[src/rtl/jtag_scan_master.sv]
// jtag_scan_master
// Command-driven JTAG master. Turns {op, len, data} commands into complete
// TLR walks, IR scans or DR scans that start and end in Run-Test/Idle, and
// collects the TDO stream of the shift phase.
//
// Ports:
//   TCK, TRST_N          scan clock (rising edge) and async active-low reset
//   cmd_valid/cmd_ready  command handshake; accepted when both are high
//   cmd_op               00 TLR walk, 01 IR scan, 10 DR scan, 11 NOP
//   cmd_len              scan length, clamped to 1..MAX_LEN
//   cmd_data             TDI bits, shifted LSB first
//   rsp_valid            one-cycle pulse on command completion
//   rsp_data             captured TDO bits, right-justified
//   busy                 high whenever the master is not idle
//   TMS, TDI             registered outputs to the target TAP
//   TDO                  serial data from the target
module jtag_scan_master #(
  parameter int MAX_LEN = 32,
  parameter int LEN_W   = 6
) (
  input  logic               TCK,
  input  logic               TRST_N,
  input  logic               cmd_valid,
  output logic               cmd_ready,
  input  logic [1:0]         cmd_op,
  input  logic [LEN_W-1:0]   cmd_len,
  input  logic [MAX_LEN-1:0] cmd_data,
  output logic               rsp_valid,
  output logic [MAX_LEN-1:0] rsp_data,
  output logic               busy,
  output logic               TMS,
  output logic               TDI,
  input  logic               TDO
);

  // Each state names the TMS value currently held on the output register.
  typedef enum logic [2:0] {
    S_INIT, S_IDLE, S_TLR, S_PRE, S_SHIFT, S_EXIT, S_UPD, S_NOP
  } state_e;

  state_e             state_q, state_d;
  logic [LEN_W-1:0]   cnt_q, cnt_d;
  logic               is_ir_q, is_ir_d;
  logic               tms_q, tms_d;
  logic               tdi_q, tdi_d;
  logic               rsp_valid_q, rsp_valid_d;
  logic [MAX_LEN-1:0] rsp_data_q, rsp_data_d;
  logic [LEN_W-1:0]   len_q, len_d;
  logic [MAX_LEN-1:0] tx_q, tx_d;    // remaining TDI bits, LSB next
  logic [MAX_LEN-1:0] rx_q, rx_d;    // captured TDO bits
  logic [MAX_LEN-1:0] bit_q, bit_d;  // one-hot capture position

  function automatic logic [LEN_W-1:0] clamp_len(input logic [LEN_W-1:0] l);
    if (l == '0) return LEN_W'(1);
    else if (l > LEN_W'(MAX_LEN)) return LEN_W'(MAX_LEN);
    else return l;
  endfunction

  always_comb begin
    state_d     = state_q;
    cnt_d       = cnt_q;
    is_ir_d     = is_ir_q;
    len_d       = len_q;
    tx_d        = tx_q;
    rx_d        = rx_q;
    bit_d       = bit_q;
    rsp_valid_d = 1'b0;
    rsp_data_d  = rsp_data_q;
    tms_d       = 1'b0;
    tdi_d       = 1'b0;

    case (state_q)
      S_INIT: begin
        if (cnt_q == LEN_W'(5)) begin
          state_d = S_IDLE;
          cnt_d   = '0;
        end else begin
          cnt_d = cnt_q + LEN_W'(1);
        end
      end
      S_IDLE: begin
        if (cmd_valid) begin
          cnt_d   = '0;
          len_d   = clamp_len(cmd_len);
          tx_d    = cmd_data;
          rx_d    = '0;
          bit_d   = MAX_LEN'(1);
          is_ir_d = (cmd_op == 2'b01);
          case (cmd_op)
            2'b00:   state_d = S_TLR;
            2'b11:   state_d = S_NOP;
            default: state_d = S_PRE;
          endcase
        end
      end
      S_TLR: begin
        if (cnt_q == LEN_W'(5)) begin
          state_d     = S_IDLE;
          cnt_d       = '0;
          rsp_valid_d = 1'b1;
          rsp_data_d  = '0;
        end else begin
          cnt_d = cnt_q + LEN_W'(1);
        end
      end
      S_PRE: begin
        // IR needs one extra Select step before Capture/Shift.
        if (cnt_q == (is_ir_q ? LEN_W'(3) : LEN_W'(2))) begin
          state_d = S_SHIFT;
          cnt_d   = '0;
        end else begin
          cnt_d = cnt_q + LEN_W'(1);
        end
      end
      S_SHIFT: begin
        // The edge ending a shift cycle samples TDO for that bit.
        if (TDO) rx_d = rx_q | bit_q;
        bit_d = bit_q << 1;
        if (cnt_q == len_q - LEN_W'(1)) begin
          state_d = S_EXIT;
        end else begin
          cnt_d = cnt_q + LEN_W'(1);
        end
      end
      S_EXIT: state_d = S_UPD;
      S_UPD: begin
        state_d     = S_IDLE;
        rsp_valid_d = 1'b1;
        rsp_data_d  = rx_q;
      end
      S_NOP: begin
        state_d     = S_IDLE;
        rsp_valid_d = 1'b1;
        rsp_data_d  = '0;
      end
      default: state_d = S_INIT;
    endcase

    // Output decode from the next state so TMS/TDI come straight from flops.
    case (state_d)
      S_INIT, S_TLR: tms_d = (cnt_d < LEN_W'(5));
      S_PRE:         tms_d = is_ir_d ? (cnt_d < LEN_W'(2)) : (cnt_d == '0);
      S_SHIFT: begin
        tms_d = (cnt_d == len_d - LEN_W'(1));
        tdi_d = tx_q[0];
        tx_d  = tx_q >> 1;
      end
      S_EXIT:        tms_d = 1'b1;
      default:       tms_d = 1'b0;
    endcase
  end

  always_ff @(posedge TCK or negedge TRST_N) begin
    if (!TRST_N) begin
      state_q     <= S_INIT;
      cnt_q       <= '0;
      is_ir_q     <= 1'b0;
      tms_q       <= 1'b1;
      tdi_q       <= 1'b0;
      rsp_valid_q <= 1'b0;
      rsp_data_q  <= '0;
    end else begin
      state_q     <= state_d;
      cnt_q       <= cnt_d;
      is_ir_q     <= is_ir_d;
      tms_q       <= tms_d;
      tdi_q       <= tdi_d;
      rsp_valid_q <= rsp_valid_d;
      rsp_data_q  <= rsp_data_d;
    end
  end

  // Scan datapath; always reloaded on acceptance, so no reset needed.
  always_ff @(posedge TCK) begin
    len_q <= len_d;
    tx_q  <= tx_d;
    rx_q  <= rx_d;
    bit_q <= bit_d;
  end

  assign cmd_ready = (state_q == S_IDLE);
  assign busy      = (state_q != S_IDLE);
  assign TMS       = tms_q;
  assign TDI       = tdi_q;
  assign rsp_valid = rsp_valid_q;
  assign rsp_data  = rsp_data_q;

endmodule

[config.mk]
export PLATFORM = sky130hd
export DESIGN_NAME = jtag_scan_master
export DESIGN_NICKNAME = d
export VERILOG_FILES = /design/src/rtl/jtag_scan_master.sv
export SDC_FILE = /design/constraint.sdc
export NUM_CORES = 1
export LEC_CHECK = 0
export ABC_AREA = 1
export ABC_CLOCK_PERIOD_IN_PS = 4000
export BUFFER_PORTS_ARGS = -buffer_cell sky130_fd_sc_hd__buf_2
export CORE_ASPECT_RATIO = 1.5
export CORE_MARGIN = 2
export CORE_UTILIZATION = 40
export DETAILED_ROUTE_END_ITERATION = 8
export SLEW_MARGIN = 20
export SYNTH_ARGS = -nofsm -noshare
export SYNTH_HDL_FRONTEND = slang
export SYNTH_SLANG_ARGS = --single-unit
[constraint.sdc]
create_clock -name TCK -period 4 [get_ports TCK]
set_input_delay 0.4 -clock TCK [delete_from_list [all_inputs] [get_ports TCK]]
set_output_delay 0.4 -clock TCK [all_outputs]
set_load 0.01 [all_outputs]
==> impl_metrics.sql <==
INSERT INTO impl_metrics (metric_group, metric, value, unit) VALUES
('status', 'outcome', 'finished, final reports clean', ''),
('critical_path', 'rrSetupSlack', '1.01', 'ns'),
('critical_path', 'crit_path_start', 'len_q[0]', ''),
('critical_path', 'critPathTopFamily', 'simple AND/OR/NAND/NOR gates', ''),
('synthesis', 'yosysWarningCount', '0', ''),
('cts', 'htree_num_levels', '4', ''),
('floorplan', 'initial_core_util', '40.7', '%'),
('synthesis', 'async_reset_ff_share', '30.6', '%'),
('synthesis', 'synth_nets', '778', ''),
('timing', 'maxSlewViolCount', '0', ''),
('critical_path', 'timing.critical_path.arrival', '3.06', 'ns'),
('layout', 'multi_input_comb_area', '1990', 'um^2'),
('routing', 'drc', '0', ''),
('critical_path', 'worstReg2RegStart', 'len_q[0]', ''),
('cts', 'clock_pin_slew_on_the_worst_setup_and_hold_paths', '0.07', 'ns'),
('critical_path', 'reg2reg_to', 'tx_q[24]', ''),
('cts', 'clockBufferDepth', '2', ''),
('cts', 'clkLatencyLatePin', '0.41', 'ns'),
('power_and_ir_drop', 'cellPowerDensity', '424', 'nW/um^2'),
('critical_path', 'slowest_delay', '0.40', 'ns'),
('layout', 'final_layout_size_suffix_gt1_share', '19.2', '%'),
('floorplan', 'dieHeight', '164', 'um'),
('critical_path', 'most_frequent_cp_cell', 'sky130_fd_sc_hd__nand2_1', ''),
('cts', 'numCtsBuffers', '17', ''),
('hold_path', 'timing.hold.worst.class', 'in2reg', ''),
('timing', 'finalCritPeriodShare', '74.7', '%'),
('routing', 'drt_first_pass_iters', '4', ''),
('global_routing', 'grt_max_degree', '66', ''),
('power_and_ir_drop', 'cellLeakagePower', '4.08', 'nW'),
('placement', 'gpl.final_weighted_congestion', '0.909', ''),
('routing', 'vias_per_std_cell', '4.74', ''),
('hold_path', 'min_path_cells', '3', ''),
('cts', 'cts.root.buffer_cell', 'sky130_fd_sc_hd__clkbuf_16', ''),
('synthesis', 'count_of_mapped_cells_out_of_synthesis', '730', ''),
('critical_path', 'path_max_fanout', '34', ''),
('power_and_ir_drop', 'irDropWorstVdd', '0.286', 'mV'),
('layout', 'insertedDiodeCount', '0', ''),
('hold_path', 'worstHoldEndpoint', 'tx_q[11]', ''),
('placement', 'port-buffer-count', '80', ''),
('timing', 'layout_min_cycle_time', '2.99', 'ns'),
('routing', 'drtIter0Drc', '243', ''),
('global_routing', 'first_pass_grt_wire_length', '23300', 'um'),
('job', 'timing.max_cap.violations', '0', ''),
('placement', 'dp_hpwl', '10200', 'um'),
('critical_path', 'worstRegToRegCells', '16', ''),
('timing', 'hold_violations', '0', ''),
('synthesis', 'dominantRegCellSynth', 'sky130_fd_sc_hd__edfxtp_1', ''),
('timing', 'finalSetupViolations', '0', ''),
('synthesis', 'syn_area_per_cell', '9.31', 'um^2'),
('routing', 'routed-via-count', '4927', ''),
('timing', 'max_freq', '0.334', 'GHz'),
('synthesis', 'synth-edff-count', '95', ''),
('layout', 'layout_commonest_cell', 'sky130_fd_sc_hd__nand2_1', ''),
('routing', 'antenna_violating_nets_left', '0', ''),
('layout', 'sequential_cell_area', '4120', 'um^2'),
('global_routing', 'overflow', '0', ''),
('timing', 'unrepaired_setup_endpoints_after_global_routing', 'false', ''),
('cts', 'cts_tree', 'done', ''),
('layout', 'design.final.nets', '864', ''),
('global_routing', 'grt_pass1_vias', '4797', ''),
('floorplan', 'die-width', '110', 'um'),
('synthesis', 'synth-seq-area-share', '60.6', '%'),
('critical_path', 'crit_path_start_kind', 'flip-flop', ''),
('floorplan', 'design.die.area', '18100', 'um^2'),
('routing', 'finalWirelength', '14400', 'um'),
('timing', 'fin_setup_tns', '0', 'ns'),
('floorplan', 'fp.coreArea', '16700', 'um^2'),
('layout', 'finish.instance_area', '8070', 'um^2'),
('power_and_ir_drop', 'total_power_of_the_final_layout', '0.00342', 'W'),
('layout', 'flow.area_growth_from_synthesis', '18.7', '%'),
('critical_path', 'cp_cell_sequence', 'inv_2 -> ha_1 -> inv_1 -> nand2_1 -> nand2_1 -> nor2_2 -> nand3_1 -> nor2_2 -> nand4_2 -> nand2_1 -> nand2_2 -> inv_4 -> nor2_8 -> inv_4 -> nand2_1 -> buf_4', '');
## layout make-up
| cell class | count | share of cell area, % |
|---|---|---|
| clock buffers | 19 | 5.37 |
| multi-input cells | 409 | 24.7 |
| inverters | 152 | 7.16 |
| well taps | 210 | 3.26 |
| flip-flops and latches | 147 | 51.1 |
| repair buffers | 89 | 5.99 |
| clock inverters | 13 | 2.48 |
## synthesized netlist by cell type (2+ instances only)
cell	count	area [um^2]
sky130_fd_sc_hd__a21oi_1	34	170
sky130_fd_sc_hd__o22ai_1	32	200
sky130_fd_sc_hd__ha_1	4	50.1
sky130_fd_sc_hd__nand2_4	4	45.0
sky130_fd_sc_hd__xor2_1	3	26.3
sky130_fd_sc_hd__nor3_1	4	20.0
sky130_fd_sc_hd__o21ai_0	6	30.0
sky130_fd_sc_hd__buf_2	5	25.0
sky130_fd_sc_hd__inv_2	8	30.0
sky130_fd_sc_hd__dfxtp_1	7	140
sky130_fd_sc_hd__o211ai_1	2	15.0
sky130_fd_sc_hd__nand2_2	7	43.8
sky130_fd_sc_hd__nand3_2	2	20.0
sky130_fd_sc_hd__buf_1	3	11.3
sky130_fd_sc_hd__nor2_1	56	210
sky130_fd_sc_hd__nand3_1	42	210
sky130_fd_sc_hd__nand4_1	5	31.3
sky130_fd_sc_hd__buf_6	4	45.0
sky130_fd_sc_hd__inv_4	3	18.8
sky130_fd_sc_hd__o21ai_1	2	10.0
sky130_fd_sc_hd__inv_1	141	529
sky130_fd_sc_hd__nor2_2	6	37.5
sky130_fd_sc_hd__nand3b_1	2	15.0
sky130_fd_sc_hd__edfxtp_1	95	2850
sky130_fd_sc_hd__nor2_8	2	40.0
sky130_fd_sc_hd__clkbuf_1	9	33.8
sky130_fd_sc_hd__dfrtp_1	44	1100
sky130_fd_sc_hd__nand2_1	184	691
## worst max-delay path by stage
stage,to,depth (start not counted)
CTS,tx_q[28],16
finish,tx_q[24],16
global route,tx_q[24],16
floorplan,rx_q[0],5
detailed placement,tx_q[11],16
global placement,tx_q[11],16
## logic make-up after synthesis
| group | count (synthesis) | synth area share, % |
|---|---|---|
| buffers and inverters | 174 | 10.3 |
| AO/OA/AOI/OAI | 82 | 6.94 |
| adder cells (fa/ha/maj) | 4 | 0.736 |
| AND/OR/NAND/NOR | 319 | 20.9 |
| XOR/XNOR | 4 | 0.515 |
| flip-flops | 147 | 60.6 |
## stage by stage
step / utilization [%] / std cells / setup slack, ns
floorplan: - / 730 / 0.918
global placement: 44.4 / 1005 / 1.07
detailed placement: 44.5 / 1006 / 1.00
CTS: 48.3 / 1039 / 0.995
global route: 48.3 / 1039 / 0.718
finish: 48.3 / 1039 / 1.01
## where the power goes
part | internal, W | leakage, nW | switching [W]
registers | 0.00161 | 1.41 | 0.00000310
logic | 0.0000415 | 2.36 | 0.0000605
clock network | 0.00106 | 0.298 | 0.000646
total | 0.00271 | 4.08 | 0.000710
## tightest hold or removal path: stages
cell,delay [ns]
sky130_fd_sc_hd__buf_2,0.07
sky130_fd_sc_hd__nand2_1,0.05
sky130_fd_sc_hd__nand2_1,0.05
## routing by layer
layer | track usage [%] | vias up | wire, um
li1 | - | 2507 | -
met4 | 5.45 | 0 | 165
met3 | 3.53 | 10 | 408
met5 | 0 | - | 0
met2 | 29.6 | 83 | 7720
met1 | 19.0 | 2327 | 6080
## registers in the layout (all words and copies together) (netlist names)
register / cells
tx_q: 32
rsp_valid: 1
len_q: 6
cnt_q: 6
bit_q: 32
state_q: 3
is_ir_q: 1
TDI: 1
rx_q: 32
TMS: 1
rsp_data: 32
## what timing repair did
item | in CTS | in global routing
resized for setup | 0 | 0
hold endpoints to repair | 16 | 0
hold buffers | 1 | 0
setup buffers | 0 | 0
Power figures use the tool's default switching activity.
